==> src/rtl/uart_tx_fifo_reader.sv <==
// rtl/uart_tx_fifo_reader.sv - UART transmitter draining a FIFO read port
// Pops one word per frame in IDLE and serializes start/data(LSB first)/stop on Tick enables.
module uart_tx_fifo_reader #(
    parameter int DATA_BITS  = 8,
    parameter int OVERSAMPLE = 16,
    parameter int SB_TICKS   = 16
) (
    input  logic                 Clock,
    input  logic                 Reset,
    input  logic                 Tick,
    input  logic                 FifoEmpty,
    input  logic [DATA_BITS-1:0] FifoReadData,
    output logic                 FifoRead,
    output logic                 Tx,
    output logic                 Busy,
    output logic                 TxDone
);

    localparam int MAX_TICKS = (OVERSAMPLE > SB_TICKS) ? OVERSAMPLE : SB_TICKS;
    localparam int TW = (MAX_TICKS > 1) ? $clog2(MAX_TICKS) : 1;
    localparam int BW = (DATA_BITS > 1) ? $clog2(DATA_BITS) : 1;
    localparam logic [TW-1:0] OS_LAST  = TW'(OVERSAMPLE - 1);
    localparam logic [TW-1:0] SB_LAST  = TW'(SB_TICKS - 1);
    localparam logic [BW-1:0] BIT_LAST = BW'(DATA_BITS - 1);

    typedef enum logic [1:0] {IDLE, START, DATA, STOP} state_t;

    state_t               state_q, state_d;
    logic [TW-1:0]        tick_q, tick_d;
    logic [BW-1:0]        bit_q, bit_d;
    logic [DATA_BITS-1:0] shift_q, shift_d;
    logic                 tx_q, tx_d;

    always_ff @(posedge Clock or posedge Reset) begin
        if (Reset) begin
            state_q <= IDLE;
            tick_q  <= '0;
            bit_q   <= '0;
            shift_q <= '0;
            tx_q    <= 1'b1;
        end else begin
            state_q <= state_d;
            tick_q  <= tick_d;
            bit_q   <= bit_d;
            shift_q <= shift_d;
            tx_q    <= tx_d;
        end
    end

    always_comb begin
        state_d  = state_q;
        tick_d   = tick_q;
        bit_d    = bit_q;
        shift_d  = shift_q;
        FifoRead = 1'b0;
        TxDone   = 1'b0;
        case (state_q)
            IDLE: begin
                if (!FifoEmpty) begin
                    FifoRead = 1'b1;
                    shift_d  = FifoReadData;
                    tick_d   = '0;
                    state_d  = START;
                end
            end
            START: begin
                if (Tick) begin
                    if (tick_q == OS_LAST) begin
                        tick_d  = '0;
                        bit_d   = '0;
                        state_d = DATA;
                    end else begin
                        tick_d = tick_q + TW'(1);
                    end
                end
            end
            DATA: begin
                if (Tick) begin
                    if (tick_q == OS_LAST) begin
                        tick_d  = '0;
                        shift_d = shift_q >> 1;
                        bit_d   = bit_q + BW'(1);
                        if (bit_q == BIT_LAST) begin
                            state_d = STOP;
                        end
                    end else begin
                        tick_d = tick_q + TW'(1);
                    end
                end
            end
            STOP: begin
                if (Tick) begin
                    if (tick_q == SB_LAST) begin
                        TxDone  = 1'b1;
                        tick_d  = '0;
                        state_d = IDLE;
                    end else begin
                        tick_d = tick_q + TW'(1);
                    end
                end
            end
            default: state_d = IDLE;
        endcase
        // Strobes are decoded combinationally, so keep them quiet while reset is held.
        if (Reset) begin
            FifoRead = 1'b0;
            TxDone   = 1'b0;
        end
        // The line level is registered from the next state to keep Tx glitch-free.
        case (state_d)
            START:   tx_d = 1'b0;
            DATA:    tx_d = shift_d[0];
            default: tx_d = 1'b1;
        endcase
    end

    assign Tx   = tx_q;
    assign Busy = (state_q != IDLE);

endmodule

==> config.mk <==
export PLATFORM = sky130hd
export DESIGN_NAME = uart_tx_fifo_reader
export DESIGN_NICKNAME = d
export VERILOG_FILES = /design/src/rtl/uart_tx_fifo_reader.sv
export SDC_FILE = /design/constraint.sdc
export NUM_CORES = 1
export LEC_CHECK = 0
export CAP_MARGIN = 10
export CORE_MARGIN = 2
export CORE_UTILIZATION = 45
export DETAILED_ROUTE_END_ITERATION = 12
export PLACE_DENSITY = 0.73
export SETUP_SLACK_MARGIN = 0.15
export SYNTH_ARGS = -nofsm -noshare
export SYNTH_HDL_FRONTEND = slang
export SYNTH_SLANG_ARGS = --single-unit
==> constraint.sdc <==
create_clock -name Clock -period 1.84 [get_ports Clock]
set_input_delay 0.368 -clock Clock [delete_from_list [all_inputs] [get_ports Clock]]
set_output_delay 0.368 -clock Clock [all_outputs]
set_load 0.005 [all_outputs]
==> metrics.md, run 1 <==
| Metric | Value |
|---|---|
| Critical Path Max Stage Delay | 400 ps |
| Skew final | 2.18 ps |
| Fin cells | 162 |
| Area Overhead vs Synth | 46.0% |
| Number of global-route vias before repair | 819 |
| Largest net degree at the start of global routing | 19 |
| Synth cell count leaders | 20 x nand2_1, 17 x dfrtp_1, 6 x a22oi_1 |
| Clk buf depth | 2 |
| Die H | 49.2 µm |
| CP top delay family | compound AO/OA/AOI/OAI gates |
| Skew-Pair Late Insertion Delay | 300 ps |
| Total grt overflow | 0 |
| TritonCTS Buffers | 3 |
| Final Setup Violations | 0 |
| Hpwl dp | 1470 µm |
| Remaining DRCs | 0 |
| Count leader, synth | nand2_1 |
| Design area | 1340 µm² |
| Share of synthesized flip-flops with an asynchronous set or reset | 1.00 |
| Multi-input gate area | 462 µm² |
| Register area share after synthesis | 0.491 |
| GRT Total Usage | 0.202 |
| Cell count after placement | 149 |
| First-pass DRT Iterations | 4 |
| DR WL/cell | 13.8 µm |
| Final Hold Fails | 0 |
| Syn_nets | 109 |
| Setup CP Type | reg2reg |
| Maximum VDD drop | 0.643 mV |
| GRT met1 Usage | 0.255 |
| Highest Clock Rate | 567 MHz |
| Port bufs | 15 |
| DR vias | 866 |
| Starting DRT DRC Count | 25 |
| ANT cells | 0 |
| Post-Synthesis Cells | 94 |
| Final cycle utilization of the critical path | 0.959 |
| Worst slew margin | 0.822 |
| Distinct cell type count after synthesis | 31 |
| RSZ-0062 raised after global routing | yes |
| Clock transition at the registers of the reported paths | 110 ps |
| GR Layer Usage met3 | 0.0399 |
| Met2 usage | 0.333 |
| Dpl ws | -344 ps |
| FP Rows | 16 |
| Flops & latches, synth | 18 |
| Post-synth top area share | 0.463 |
| Setup crit end kind | flop |
| Post-DP Area | 1210 µm² |
| Status | finished, final reports clean |
| Core area | 1940 µm² |
| Crit-path slowest cell | dfrtp_1 |
| Hold Crit Class | reg2reg |
| Buf/Inv on CP | 2 |
| Lkg Pwr | 0.000667 µW |
| Power Total | 1240 µW |
| Worst setup margin | 75.5 ps |
| Filler instances | 168 |
| Req. time, crit path | 2080 ps |
| Yosys top cell by area | dfrtp_1 |
| Die area | 2420 µm² |
| Layout cells sized above 1 | 0.356 |
| Post-synth EDFFs | 0 |
| I/O pins | 16 |
| Root buffer cell | clkbuf_4 |
| Power Dens Cells | 926 nW/µm² |
| Hold_buf cts | 0 |
| Clk sinks | 18 |
| Critical path peak fanout | 6 |
| GRT Max-Usage Layer | met2 |
| WL final | 2230 µm |
| CP arrival | 2000 ps |
| Routed Antenna Nets | 0 |
| Yosys warns | 0 |
| Vias per cell | 5.35 |
| Fin crit period | 1760 ps |
| Max cap viols | 0 |
| Ys flop type | dfrtp_1 |
| Antenna violations before repair | 0 |
| Final Wtd Congestion | 0.790 |
| First-pass GRT wire length | 3730 µm |
| Main area contributors after synthesis | dfrtp_1 46%, nand2_1 8.2%, a22oi_1 4.9% |
| CTS H-tree depth | 1 |
| Synthesized cell area | 920 µm² |
| Crit-path cells | ha_2 > buf_4 > buf_6 > and4_4 > and3_4 > a221o_1 > o32a_1 |
| Worst-margin pin slew | 264 ps |
| Average cell area after synthesis | 9.78 µm² |
| Startpoint Class | flop |
| CTS tree | built |
| Die X | 49.2 µm |
| Register Area | 453 µm² |
| Final #Nets | 151 |
| Max-slew violations | 0 |
| Effective utilization at floorplan | 0.474 |
==> tightest hold or removal path: stages (launching register included) <==
cell and delay (ps):
dfrtp_1 370, nand2_1 50, nand2_1 50
==> through the flow <==
| stage | hold slack, ps | TNS (ps) | utilization |
|---|---|---|---|
| 2_1_floorplan | 311 | 0 | - |
| 3_3_place_gp | 458 | -571 | 0.622 |
| 3_5_place_dp | 467 | -703 | 0.622 |
| 4_1_cts | 475 | 0 | 0.657 |
| 5_1_grt | 534 | 0 | 0.691 |
| 6_report | 485 | 0 | 0.691 |
==> layout by cell type (no fill, tap or decap), types with 2 or more instances in the layout <==
cell and n:
a22oi_2 2, nor2_1 5, nand2_1 20, clkbuf_4 3, a21o_1 2, buf_2 2, clkdlybuf4s50_1 10, a22o_1 4
a22oi_1 4, or2_2 2, buf_4 25, o21ai_0 5, inv_1 2, dfrtp_1 16, buf_6 2, ha_1 2
nor3_1 2
==> timing repair <==
item,in CTS,in global routing
resized for setup,12,11
buffers inserted,5,4
endpoints found under the setup margin,3,9
pin swaps,3,7
==> area by class of cell <==
class / instances / share of cell area
Timing Repair Buffer: 42 / 0.258
Tap cell: 27 / 0.0252
Clock buffer: 4 / 0.0270
Sequential cell: 18 / 0.337
Multi-Input combinational cell: 68 / 0.344
Inverter: 3 / 0.00839
==> state kept, by name (all words and copies together) (netlist names) <==
signal	cells
state_q	2
shift_q	8
bit_q	3
tick_q	4
Tx	1
==> metal layers <==
layer | share of wire | vias to the layer above
li1 | - | 423
met1 | 0.43 | 425
met2 | 0.53 | 15
met3 | 0.027 | 3
met4 | 0.013 | 0
met5 | 0 | -
==> power by group <==
group          total, µW  internal (µW)  switching, µW  leakage [µW]
registers            547            491           56.3      0.000223
logic                441            253            187      0.000424
clock network        256            121            135     0.0000210
==> worst paths after layout <==
check	start	endpoint	cells after the start	slack, ps
max	tick_q[1]	Tx	7	80
min	shift_q[6]	shift_q[6]	2	490
max reg2reg	tick_q[1]	Tx	7	80
min reg2reg	shift_q[6]	shift_q[6]	2	490
max in group asynchronous	Reset	Tx	3	1080
min in group asynchronous	Reset	state_q[0]	3	510
==> logic make-up (layout without fill, tap and decap cells) <==
| logic type | after synthesis | after routing | share of synthesized area |
|---|---|---|---|
| AOI/OAI and AO/OA | 27 | 27 | 0.218 |
| xor gates and xnor gates | 1 | 1 | 0.00953 |
| adders and majority gates | 3 | 3 | 0.0408 |
| buffers and inverters | 8 | 49 | 0.0490 |
| DFF | 18 | 18 | 0.491 |
| and+or+nand+nor | 37 | 37 | 0.192 |
(Power assumes the default switching activity.)
==> inputs of run 2 (changes only) <==
- SLEW_MARGIN: not set -> 20
==> results of run 2 <==
The final DEF is identical to that of run 1; final timing and power are the same.
==> inputs of run 3 (changes only) <==
- REMOVE_ABC_BUFFERS: not set -> 1
==> run 3 against run 2 <==
  * First-iteration DRC count stayed put
  * The flow now finishes with violations (setup timing)
  * Global-route usage rose by 2.7 points
  * Flip-flop and latch count is the same
  * Die area unchanged
  * Sequential share of layout area decreased by 2.6 points
  * Highest routed layer unchanged
==> metrics.md, run 3 (synthesis results as in run 1) <==
| Metric | Value |
|---|---|
| Max cap viols | 0 |
| GRT Total Usage | 0.229 |
| Finished Core Util | 0.748 |
| Hold Crit Class | reg2reg |
| Die H | 49.2 µm |
| Worst slew margin | 0.779 |
| First-pass DRT Iterations | 5 |
| I/O pins | 16 |
| Antenna violations before repair | 0 |
| RSZ-0062 raised after global routing | yes |
| Core area | 1940 µm² |
| Hold_buf cts | 0 |
| Largest register FFs | 8 |
| Worst-margin pin slew | 329 ps |
| Critical path peak fanout | 2 |
| Clk buf depth | 2 |
| Fin crit period | 2010 ps |
| Die X | 49.2 µm |
| Clock transition at the registers of the reported paths | 100 ps |
| Area Overhead vs Synth | 58.0% |
| Design area | 1450 µm² |
| Routed Antenna Nets | 0 |
| Vias per cell | 5.42 |
| CP arrival | 1640 ps |
| Highest Clock Rate | 498 MHz |
| Final Setup Violations | 4 |
| CTS H-tree depth | 1 |
| Status | complete, but fails checks |
| Req. time, crit path | 1470 ps |
| Remaining DRCs | 0 |
| Skew final | 1.08 ps |
| Largest net degree at the start of global routing | 19 |
| Root buffer cell | clkbuf_4 |
| Post-DP Area | 1220 µm² |
| Setup CP Type | in2out |
| Setup crit end kind | output port |
| Filler instances | 142 |
| Final cycle utilization of the critical path | 1.09 |
| Top reg by flops | shift_q |
| TritonCTS Buffers | 3 |
| Largest regs | shift_q: 8 flops, tick_q: 4 flops, bit_q: 3 flops |
| Clk sinks | 18 |
| Worst setup margin | -169 ps |
| WL final | 2540 µm |
| DR vias | 910 |
| Die area | 2420 µm² |
| First-pass GRT wire length | 4270 µm |
| Startpoint Class | input pin |
| Maximum VDD drop | 0.573 mV |
| Final Hold Fails | 0 |
| Hpwl dp | 1430 µm |
| Final #Nets | 157 |
| Total grt overflow | 0 |
| Starting DRT DRC Count | 25 |
| Port bufs | 15 |
| Skew-Pair Late Insertion Delay | 290 ps |
| Hold_ws | 487 ps |
| Number of global-route vias before repair | 894 |
| Commonest non-fill, non-tap cells in the layout | 25 x buf_4, 20 x nand2_1, 17 x dfrtp_1 |
| Dpl ws | -413 ps |
| Lkg Pwr | 0.000707 µW |
| Failing checks | setup timing |
| Effective utilization at floorplan | 0.474 |
| Commonest non-fill, non-tap cell in the layout | buf_4 |
| Layout cells sized above 1 | 0.404 |
| Final Wtd Congestion | 0.729 |
| DR WL/cell | 15.1 µm |
| CTS tree | built |
| Max-slew violations | 0 |
| ANT cells | 0 |
| FP Rows | 16 |
| Power Total | 1220 µW |
| Power Dens Cells | 841 nW/µm² |
-- run 3: repair_timing --
action,in CTS,in global routing
resized for setup,24,11
buffers inserted,11,4
pin swaps,7,6
endpoints found under the setup margin,4,11
-- run 3: path summary, 6_finish.rpt --
kind | from | end | slack (ps) | depth (start not counted)
max in group asynchronous | Reset | Tx | 1080 | 3
max reg2reg | tick_q[1] | Tx | -130 | 12
min reg2reg | shift_q[4] | shift_q[4] | 490 | 2
min | shift_q[4] | shift_q[4] | 490 | 2
min in group asynchronous | Reset | state_q[1] | 500 | 3
max | Tick | TxDone | -170 | 7
-- run 3: worst max-delay path, stage by stage --
cell,delay (ps)
clkdlybuf4s50_1,480
nand4_1,140
buf_4,170
buf_6,110
nor2_4,100
and3_4,190
buf_6,80
-- run 3: metrics by stage --
step / setup TNS (ps) / std cells
2_1_floorplan: -264 / 89
3_3_place_gp: -594 / 149
3_5_place_dp: -670 / 149
4_1_cts: -156 / 164
5_1_grt: -710 / 168
6_report: -438 / 168
-- run 3: layout make-up --
type,count,area (µm²),share of cell area
inverter,3,11.3,0.00775
timing repair buffer,48,430,0.296
sequential,18,452,0.311
clock buffer,4,36.3,0.0250
multi-input combinational,68,489,0.337
tap,27,33.8,0.0233
-- run 3: report_power, final --
| group | switching (µW) | total [µW] | internal (µW) |
|---|---|---|---|
| Sequential | 61.5 | 551 | 489 |
| Combinational | 189 | 428 | 239 |
| Clock | 122 | 242 | 120 |
-- run 3: layer usage --
layer  track usage  part of all wire  vias to the layer above
met5             0                 0                        -
met4        0.0524           0.00079                        0
met3        0.0460             0.044                        2
met2         0.369              0.51                       28
met1         0.316              0.45                      445
li1              -                 -                      435
